==> src/rtl/axis_bram_line_reader_if.sv <==
// AXI-Stream bundle carrying the serialized words of a BRAM line.
//
// Signals:
//   tdata  - stream word, WORD_WIDTH bits
//   tvalid - word is presented
//   tready - consumer accepts the word
//   tlast  - final word of the final line in a transfer
//
// The master modport is for the producer (the line reader) and the
// slave modport is for the downstream consumer.
interface axis_bram_line_reader_if #(
    parameter int WORD_WIDTH = 16
);
    logic [WORD_WIDTH-1:0] tdata;
    logic                  tvalid;
    logic                  tready;
    logic                  tlast;

    modport master (output tdata, output tvalid, output tlast, input tready);
    modport slave  (input tdata, input tvalid, input tlast, output tready);
endinterface

==> src/rtl/axis_bram_line_reader.sv <==
// Reads wide BRAM lines over an inclusive, wrapping address range and
// serializes each line into WORDS_PER_LINE AXI-Stream words with full
// tvalid/tready backpressure. Word 0 of a line is its most significant slice.
//
// Ports:
//   clk               - clock, rising edge
//   rstn              - asynchronous active-low reset
//   start_i           - one-cycle pulse, accepted only while idle
//   bramStartIndex_i  - first line address, sampled on an accepted start
//   bramBoundIndex_i  - last line address, sampled on an accepted start
//   busy_o            - transfer in progress (through the done cycle)
//   done_o            - one-cycle pulse after the last word is accepted
//   bramEn_o          - BRAM read enable (one cycle per line)
//   bramIndex_o       - BRAM line address
//   bramRdata_i       - BRAM read data, valid one cycle after bramEn_o
//   mAxis             - AXI-Stream master bundle
//   cnt_o             - word index within the current line
module axis_bram_line_reader #(
    parameter int BRAM_ADDR_LENGTH = 12,
    parameter int WORD_WIDTH       = 16,
    parameter int WORDS_PER_LINE   = 36,
    parameter int CNT_BITS         = 6
) (
    input  logic                                 clk,
    input  logic                                 rstn,
    input  logic                                 start_i,
    input  logic [BRAM_ADDR_LENGTH-1:0]          bramStartIndex_i,
    input  logic [BRAM_ADDR_LENGTH-1:0]          bramBoundIndex_i,
    output logic                                 busy_o,
    output logic                                 done_o,
    output logic                                 bramEn_o,
    output logic [BRAM_ADDR_LENGTH-1:0]          bramIndex_o,
    input  logic [WORD_WIDTH*WORDS_PER_LINE-1:0] bramRdata_i,
    axis_bram_line_reader_if.master              mAxis,
    output logic [CNT_BITS-1:0]                  cnt_o
);

    localparam logic [CNT_BITS-1:0] LAST_CNT = CNT_BITS'(WORDS_PER_LINE - 1);

    typedef enum logic [2:0] {
        IDLE,
        RD,
        CAP,
        STREAM,
        DONE
    } state_t;

    state_t                                      state_q;
    logic [BRAM_ADDR_LENGTH-1:0]                 bound_q;
    logic [BRAM_ADDR_LENGTH-1:0]                 bramIndex_q;
    logic [BRAM_ADDR_LENGTH-1:0]                 bramIndex_d;
    logic [WORDS_PER_LINE-1:0][WORD_WIDTH-1:0]   lineBuf_q;
    logic [CNT_BITS-1:0]                         cnt_q;
    logic [CNT_BITS-1:0]                         wordIdx;
    logic                                        bramEn_q;
    logic                                        busy_q;
    logic                                        done_q;
    logic                                        tvalid_q;

    // Next line address; plain truncating add gives the wrap through the
    // all-ones address back to zero when the bound lies below the start.
    assign bramIndex_d = bramIndex_q + 1'b1;

    // Word k lives in packed element WORDS_PER_LINE-1-k, so word 0 is the
    // most significant slice of the captured line.
    assign wordIdx = LAST_CNT - cnt_q;

    // Single sequencer: every output except tdata/tlast is a register
    // updated here, so the stream outputs stay frozen for as long as the
    // consumer holds tready low in STREAM.
    always_ff @(posedge clk or negedge rstn) begin
        if (!rstn) begin
            state_q     <= IDLE;
            bound_q     <= '0;
            bramIndex_q <= '0;
            lineBuf_q   <= '0;
            cnt_q       <= '0;
            bramEn_q    <= 1'b0;
            busy_q      <= 1'b0;
            done_q      <= 1'b0;
            tvalid_q    <= 1'b0;
        end else begin
            case (state_q)
                IDLE: begin
                    if (start_i) begin
                        bound_q     <= bramBoundIndex_i;
                        bramIndex_q <= bramStartIndex_i;
                        bramEn_q    <= 1'b1;
                        busy_q      <= 1'b1;
                        state_q     <= RD;
                    end
                end
                RD: begin
                    bramEn_q <= 1'b0;
                    state_q  <= CAP;
                end
                CAP: begin
                    // Read latency is one cycle, so the line is on the bus now.
                    lineBuf_q <= bramRdata_i;
                    cnt_q     <= '0;
                    tvalid_q  <= 1'b1;
                    state_q   <= STREAM;
                end
                STREAM: begin
                    if (mAxis.tready) begin
                        if (cnt_q == LAST_CNT) begin
                            tvalid_q <= 1'b0;
                            cnt_q    <= '0;
                            if (bramIndex_q == bound_q) begin
                                done_q  <= 1'b1;
                                state_q <= DONE;
                            end else begin
                                bramIndex_q <= bramIndex_d;
                                bramEn_q    <= 1'b1;
                                state_q     <= RD;
                            end
                        end else begin
                            cnt_q <= cnt_q + 1'b1;
                        end
                    end
                end
                DONE: begin
                    done_q  <= 1'b0;
                    busy_q  <= 1'b0;
                    state_q <= IDLE;
                end
                default: begin
                    state_q <= IDLE;
                end
            endcase
        end
    end

    assign mAxis.tvalid = tvalid_q;
    assign mAxis.tdata  = lineBuf_q[wordIdx];
    assign mAxis.tlast  = (state_q == STREAM) && (cnt_q == LAST_CNT) &&
                          (bramIndex_q == bound_q);

    assign busy_o      = busy_q;
    assign done_o      = done_q;
    assign bramEn_o    = bramEn_q;
    assign bramIndex_o = bramIndex_q;
    assign cnt_o       = cnt_q;

endmodule

==> src/flat_wrapper.sv <==
// flat-port wrapper written by rule: the top's interface ports become plain ports
module axis_bram_line_reader_flat 
#(
    parameter int BRAM_ADDR_LENGTH = 12,
    parameter int WORD_WIDTH       = 16,
    parameter int WORDS_PER_LINE   = 36,
    parameter int CNT_BITS         = 6
)
  (clk, rstn, start_i, bramStartIndex_i, bramBoundIndex_i, busy_o, done_o, bramEn_o, bramIndex_o, bramRdata_i, cnt_o, mAxis_tdata, mAxis_tvalid, mAxis_tlast, mAxis_tready);
  axis_bram_line_reader_if #(.WORD_WIDTH(WORD_WIDTH)) mAxis_i ();
  input  logic clk;
  input  logic rstn;
  input  logic start_i;
  input  logic [BRAM_ADDR_LENGTH-1:0] bramStartIndex_i;
  input  logic [BRAM_ADDR_LENGTH-1:0] bramBoundIndex_i;
  output logic busy_o;
  output logic done_o;
  output logic bramEn_o;
  output logic [BRAM_ADDR_LENGTH-1:0] bramIndex_o;
  input  logic [WORD_WIDTH*WORDS_PER_LINE-1:0] bramRdata_i;
  output logic [CNT_BITS-1:0] cnt_o;
  output wire logic [$bits(mAxis_i.tdata)-1:0] mAxis_tdata;
  output wire logic [$bits(mAxis_i.tvalid)-1:0] mAxis_tvalid;
  output wire logic [$bits(mAxis_i.tlast)-1:0] mAxis_tlast;
  input wire logic [$bits(mAxis_i.tready)-1:0] mAxis_tready;
  assign mAxis_tdata = mAxis_i.tdata;
  assign mAxis_tvalid = mAxis_i.tvalid;
  assign mAxis_tlast = mAxis_i.tlast;
  assign mAxis_i.tready = mAxis_tready;
  axis_bram_line_reader #(.BRAM_ADDR_LENGTH(BRAM_ADDR_LENGTH), .WORD_WIDTH(WORD_WIDTH), .WORDS_PER_LINE(WORDS_PER_LINE), .CNT_BITS(CNT_BITS)) u_core (.clk(clk), .rstn(rstn), .start_i(start_i), .bramStartIndex_i(bramStartIndex_i), .bramBoundIndex_i(bramBoundIndex_i), .busy_o(busy_o), .done_o(done_o), .bramEn_o(bramEn_o), .bramIndex_o(bramIndex_o), .bramRdata_i(bramRdata_i), .mAxis(mAxis_i), .cnt_o(cnt_o));
endmodule
==> config.mk <==
export PLATFORM = sky130hd
export DESIGN_NAME = axis_bram_line_reader_flat
export DESIGN_NICKNAME = d
export VERILOG_FILES = /design/src/rtl/axis_bram_line_reader_if.sv /design/src/rtl/axis_bram_line_reader.sv /design/src/flat_wrapper.sv
export SDC_FILE = /design/constraint.sdc
export NUM_CORES = 1
export LEC_CHECK = 0
export CAP_MARGIN = 20
export CORE_MARGIN = 2
export CORE_UTILIZATION = 46
export DETAILED_ROUTE_END_ITERATION = 16
export GPL_ROUTABILITY_DRIVEN = 0
export PLACE_DENSITY_LB_ADDON = 0.12
export SLEW_MARGIN = 20
export SYNTH_ARGS = -nofsm -noshare
export SYNTH_HDL_FRONTEND = slang
export SYNTH_SLANG_ARGS = --single-unit
==> constraint.sdc <==
create_clock -name clk -period 3.1 [get_ports clk]
set_clock_uncertainty 0.2 [all_clocks]
set_input_delay 0.465 -clock clk [delete_from_list [all_inputs] [get_ports clk]]
set_output_delay 0.465 -clock clk [all_outputs]
set_load 0.02 [all_outputs]
==> impl_metrics.env, run 1 <==
export IMPL_status="finished, violations left"
export IMPL_violations="negative setup slack"
export IMPL_syn_instance_count=1845
export IMPL_final_area_um2=40000
export IMPL_met2_usage_pct=49.3
export IMPL_p_leak_nw=16.2
export IMPL_synth_top_area_cell="dfrtp_1"
export IMPL_synth_main_ff_cell="dfrtp_1"
export IMPL_crit_required_ps=2430
export IMPL_start_util_pct=46.7
export IMPL_cp_end_kind="output port"
export IMPL_path_cells="buf_12 -> buf_16 -> buf_12 -> mux4_2 -> mux2i_2 -> o221ai_1 -> or3_1 -> buf_6"
export IMPL_final_nets=3234
export IMPL_place_area_um2=36400
export IMPL_grt_antenna_before_repair=29
export IMPL_drv_cap=0
export IMPL_syn_to_final_growth_pct=41.5
export IMPL_track_usage_pct=29.2
export IMPL_cts_root_buf="clkbuf_16"
export IMPL_worstPathArrival_ps=2910
export IMPL_startpoint="u_core.cnt_o[0]"
export IMPL_yosysMostFrequentCell="dfrtp_1"
export IMPL_synth_edff_count=0
export IMPL_antenna_left=0
export IMPL_ir_drop_uv=487
export IMPL_cts_clk_slew_worst_paths_ps=60
export IMPL_wl_mm=93.5
export IMPL_clkLatencyLatePin_ps=600
export IMPL_rr_worst_depth=10
export IMPL_pre_cts_ws_ps=-250
export IMPL_crit_slowest_cell="dfrtp_4"
export IMPL_powerDensity_nw_per_um2=707
export IMPL_crit_type="reg -> out"
export IMPL_cts_sinks=613
export IMPL_fin_util_pct=66.0
export IMPL_max_freq_ghz=0.280
export IMPL_hp_class="in -> async"
export IMPL_postLayoutSetupSlackWorst_ps=-477
export IMPL_async_flop_share_pct=100
export IMPL_dp_hpwl_mm=70.5
export IMPL_syn_area_per_cell_um2=15.3
export IMPL_top_usage_layer="met2"
export IMPL_fin_crit_sh_pct=115
export IMPL_yosysSeqAreaShare_pct=54.3
export IMPL_yosys_area_top_type_share_pct=54.3
export IMPL_worst_slew_pin_slew_ps=569
export IMPL_cts_tree="done"
export IMPL_crit_reg2reg_launch="u_core.cnt_o[0]"
export IMPL_syn_cell_area_um2=28300
export IMPL_wl_per_cell_um=26.9
export IMPL_finalMaxSlewViolations=0
export IMPL_ios=643
export IMPL_ys_seq_elements=613
export IMPL_drt_iter0_markers=1260
export IMPL_grt_pass1_vias=21100
export IMPL_grt_pass1_wl_mm=136
export IMPL_die_h_um=252
export IMPL_p_total_mw=28.3
export IMPL_cp_max_fo=6
export IMPL_core_area_um2=60600
export IMPL_first_pass_iters=5
export IMPL_htreeDepth=3
export IMPL_grt_max_degree=101
export IMPL_viasPerCell=5.60
export IMPL_drc_errors=0
export IMPL_vias=19500
export IMPL_cts_buffers=67
export IMPL_rsz0062_at_grt="yes"
export IMPL_globalRoute_totalOverflow=0
export IMPL_fillers=4380
export IMPL_die_area_um2=63400
export IMPL_synthTopCellsByArea="dfrtp_1 54%, mux2_2 23%, mux4_2 10%, mux2i_1 1.8%, buf_2 1.3%"
export IMPL_die_w_um=252
export IMPL_yosysWarnings=0
export IMPL_seqCellArea_um2=15300
export IMPL_clk_path_buf_depth=3
export IMPL_crit_top_cell="buf_12"
export IMPL_min_period_ps=3580
export IMPL_portBuffers=642
export IMPL_use_met3_pct=7.27
export IMPL_setup_violations_final=16
export IMPL_yosys_top_cells_count="613 x dfrtp_1, 584 x mux2_2, 127 x mux4_2"
export IMPL_multi_input_area_um2=12600
export IMPL_slowest_delay_ps=500
export IMPL_r2r_setup_slack_ps=270
export IMPL_r2r_end="u_core.bramIndex_o[11]"
export IMPL_drive_gt1_share_pct=41.8
export IMPL_synth_nets=2453
export IMPL_core_rowCount=90
export IMPL_yosysUniqueCellTypes=72
export IMPL_critPathLaunchType="flip-flop"
export IMPL_relSlewSlack_pct=62.1
export IMPL_hold_violations=0
export IMPL_grt_use_met1_pct=37.3
power by group:
part	leakage (nW)	internal [mW]	switching, mW
registers	7.16	8.45	0.288
clock network	1.10	4.83	3.36
logic	7.92	5.77	5.59
worst max-delay path, delay by kind of cell, from the launching register on:
kind,cells,cell delay [ps]
buffers and inverters,4,600
DFF,1,500
AOI/OAI and AO/OA,1,130
muxes,2,720
and+or+nand+nor,1,350
registers in the layout, indices dropped and copies added (netlist names):
register	count
u_core.mAxis.tvalid	1
u_core.bramEn_o	1
u_core.lineBuf_q	576
u_core.done_o	1
u_core.cnt_o	6
u_core.bramIndex_o	12
u_core.busy_o	1
u_core.state_q	3
u_core.bound_q	12
area by class of cell:
type | count | share of cell area (%)
multi-input cells | 1090 | 31.4
diodes | 20 | 0.125
flip-flops and latches | 613 | 38.4
clock inverters | 20 | 0.604
well taps | 782 | 2.45
inverters | 14 | 0.138
repair buffers | 840 | 21.9
clock buffers | 102 | 5.03
metal layers:
layer  part of all wire [%]  wire length (um)
met5                   0.16               150
met4                    2.8              2600
met3                    6.5              6110
met2                     50             47100
met1                     40             37500
logic make-up (layout without fill, tap and decap cells):
family / count (synthesis) / after routing / share of synthesized area, %
buffers and inverters: 142 / 976 / 2.94
adders and majority gates: 4 / 4 / 0.177
and+or+nand+nor: 169 / 169 / 2.94
xor gates and xnor gates: 16 / 16 / 0.496
muxes: 768 / 768 / 35.7
other: 0 / 20 / 0
DFF: 613 / 613 / 54.3
AOI/OAI and AO/OA: 133 / 133 / 3.48
timing repair:
item | 4_1_cts | 5_1_grt
cloned | 8 | 2
gates resized for setup | 124 | 38
hold buffers | 1 | 0
buffers inserted | 38 | 12
pin swaps | 20 | 23
hold endpoints to repair | 49 | 0
endpoints found under the setup margin | 17 | 16
how the worst max path moves through the flow:
stage / endpoint / slack [ps] / cells past startpoint
final: mAxis_tdata[2] / -480 / 8
after global routing: mAxis_tdata[0] / -560 / 8
after floorplan: mAxis_tdata[6] / -140 / 10
after detailed placement: mAxis_tdata[6] / -250 / 7
after global placement: mAxis_tdata[6] / -240 / 7
after CTS: mAxis_tdata[2] / -510 / 8
per-stage QoR:
step           hold WS (ps)  TNS, ps  std cells
4_1_cts                 161    -7260       3451
2_1_floorplan         -30.6     -447       1845
5_1_grt                 183    -8230       3478
3_5_place_dp            244    -1400       3286
3_3_place_gp            249    -1260       3286
6_report                191    -6610       3481
layout by cell type (no fill, tap or decap), types with 8 or more instances in the layout:
cell type	n
nor2_1	25
buf_12	39
mux4_2	128
dfrtp_1	610
o21ai_0	14
mux2i_1	35
a31oi_1	8
clkdlybuf4s50_1	624
buf_4	133
nand3_1	17
inv_1	12
mux2_2	583
buf_16	9
diode_2	20
clkbuf_1	17
nand2_1	75
mux2i_2	12
buf_6	25
clkinv_2	8
clkbuf_8	16
a22oi_2	9
clkbuf_16	71
xor2_1	12
(Power assumes the default switching activity.)
==> run 2, diff against run 1 <==
--- a/config.mk
+++ b/config.mk
@@ -11,6 +11,7 @@
 export DETAILED_ROUTE_END_ITERATION = 16
 export GPL_ROUTABILITY_DRIVEN = 0
 export PLACE_DENSITY_LB_ADDON = 0.12
+export REMOVE_ABC_BUFFERS = 1
 export SLEW_MARGIN = 20
 export SYNTH_ARGS = -nofsm -noshare
 export SYNTH_HDL_FRONTEND = slang
==> run 2 against run 1 <==
The run still ends with negative setup slack left. Cell area down 0.87%. Via count is 1.0% lower. Global-route usage is 1.6 points lower. Critical endpoint is now mAxis_tdata[7].
==> impl_metrics.env, run 2 (synthesis gave the netlist of run 1 again) <==
export IMPL_final_common_cell="clkdlybuf4s50_1"
export IMPL_place_area_um2=36400
export IMPL_final_area_um2=39600
export IMPL_finalMaxSlewViolations=0
export IMPL_fin_cells=3453
export IMPL_final_nets=3210
export IMPL_hp_class="in -> async"
export IMPL_fin_hold_ws_ps=201
export IMPL_critPathLaunchType="flip-flop"
export IMPL_dp_hpwl_mm=66.3
export IMPL_largest_reg_flops=576
export IMPL_viasPerCell=5.59
export IMPL_cts_clk_slew_worst_paths_ps=60
export IMPL_grt_pass1_vias=21000
export IMPL_cts_root_buf="clkbuf_16"
export IMPL_ios=643
export IMPL_postLayoutSetupSlackWorst_ps=-423
export IMPL_cts_tree="done"
export IMPL_grt_max_degree=86
export IMPL_die_h_um=252
export IMPL_clkLatencyLatePin_ps=590
export IMPL_violations="negative setup slack"
export IMPL_die_w_um=252
export IMPL_p_comb_share_pct=36.6
export IMPL_status="finished, violations left"
export IMPL_wl_mm=88.1
export IMPL_cts_sinks=613
export IMPL_drt_iter0_markers=1068
export IMPL_fin_crit_sh_pct=114
export IMPL_grt_antenna_before_repair=30
export IMPL_r2r_setup_slack_ps=350
export IMPL_startpoint="u_core.cnt_o[2]"
export IMPL_clk_path_buf_depth=3
export IMPL_drv_cap=0
export IMPL_max_freq_ghz=0.284
export IMPL_core_area_um2=60600
export IMPL_power_frac_clock_pct=31.1
export IMPL_globalRoute_totalOverflow=0
export IMPL_portBuffers=642
export IMPL_top_register="u_core.lineBuf_q"
export IMPL_min_period_ps=3520
export IMPL_p_total_mw=27.0
export IMPL_wl_per_cell_um=25.5
export IMPL_intPower_mw=18.6
export IMPL_syn_to_final_growth_pct=40.3
export IMPL_fillers=4430
export IMPL_cp_end_kind="output port"
export IMPL_relSlewSlack_pct=57.4
export IMPL_worstPathArrival_ps=2860
export IMPL_p_sw_share_pct=31.2
export IMPL_crit_required_ps=2430
export IMPL_pwr_share_seq_pct=32.4
export IMPL_core_rowCount=90
export IMPL_first_pass_iters=5
export IMPL_power_switching_mw=8.42
export IMPL_p_leak_nw=16.0
export IMPL_crit_type="reg -> out"
export IMPL_track_usage_pct=27.6
export IMPL_drive_gt1_share_pct=41.0
export IMPL_grt_pass1_wl_mm=130
export IMPL_worst_slew_pin_slew_ps=639
export IMPL_hold_violations=0
export IMPL_cp_max_fo=5
export IMPL_layout_common_cells="624 x clkdlybuf4s50_1, 609 x dfrtp_1, 584 x mux2_2"
export IMPL_crit_reg2reg_launch="u_core.cnt_o[1]"
export IMPL_antenna_left=0
export IMPL_drc_errors=0
export IMPL_vias=19300
export IMPL_cts_buffers=69
export IMPL_tns_ps=-5050
export IMPL_htreeDepth=3
export IMPL_placed_cells=3276
export IMPL_rsz0062_at_grt="yes"
export IMPL_ir_drop_uv=474
export IMPL_powerDensity_nw_per_um2=681
export IMPL_start_util_pct=46.7
export IMPL_die_area_um2=63400
export IMPL_setup_violations_final=16
export IMPL_rr_worst_depth=9
==> run 2: final timing paths <==
path / end
min reg2reg: u_core.lineBuf_q[216]
min in group clk: u_core.bound_q[7]
max: mAxis_tdata[7]
min: u_core.lineBuf_q[153]
max reg2reg: u_core.bramIndex_o[8]
max in group asynchronous: u_core.lineBuf_q[389]
==> run 2: layer usage <==
| metal | routed length [um] | track usage (%) | share of wire (%) | vias to the layer above |
|---|---|---|---|---|
| met3 | 5950 | 6.83 | 6.8 | 172 |
| met4 | 2830 | 10.2 | 3.2 | 30 |
| met1 | 35400 | 35.0 | 40 | 10000 |
| met2 | 43700 | 46.1 | 50 | 641 |
| met5 | 185 | 0 | 0.21 | - |
| li1 | - | - | - | 8460 |
==> run 2: per-stage QoR <==
step | utilization [%] | setup WS, ps
global route | 65.4 | -522
CTS | 65.0 | -520
floorplan | - | -14100
finish | 65.4 | -423
detailed placement | 60.1 | -418
global placement | 60.1 | -432
==> run 2: worst max-delay path, stage by stage, from the launching register on <==
cell and delay (ps):
dfrtp_2 410, inv_2 80, ha_4 210, or4b_4 520
o22ai_4 190, buf_12 150, a22oi_2 80, a311oi_2 320
buf_4 190, buf_6 110
==> run 2: power groups by stage <==
stage	Sequential, mW	Clock (mW)	Combinational [mW]
floorplan	9.13	0	4.24
global placement	8.86	0	8.80
detailed placement	8.88	0	8.88
CTS	8.73	8.54	9.63
global route	8.78	8.90	10.4
finish	8.74	8.38	9.87
==> run 2: area by class of cell <==
class / count / area, um^2 / share of cell area (%)
antenna: 19 / 47.5 / 0.120
clock buffer: 98 / 2020 / 5.09
clock inverter: 23 / 295 / 0.745
inverter: 14 / 56.3 / 0.142
multi-input combinational: 1090 / 12400 / 31.3
sequential: 613 / 15300 / 38.7
tap: 782 / 978 / 2.47
timing repair buffer: 814 / 8470 / 21.4
==> run 2: what timing repair did <==
action                                  4_1_cts  5_1_grt
hold endpoints to repair                     46        0
pin swaps                                    11       17
hold buffers                                  1        0
resized for setup                           155       37
buffers inserted                             28        9
gates cloned                                  2        2
endpoints found under the setup margin       17       17
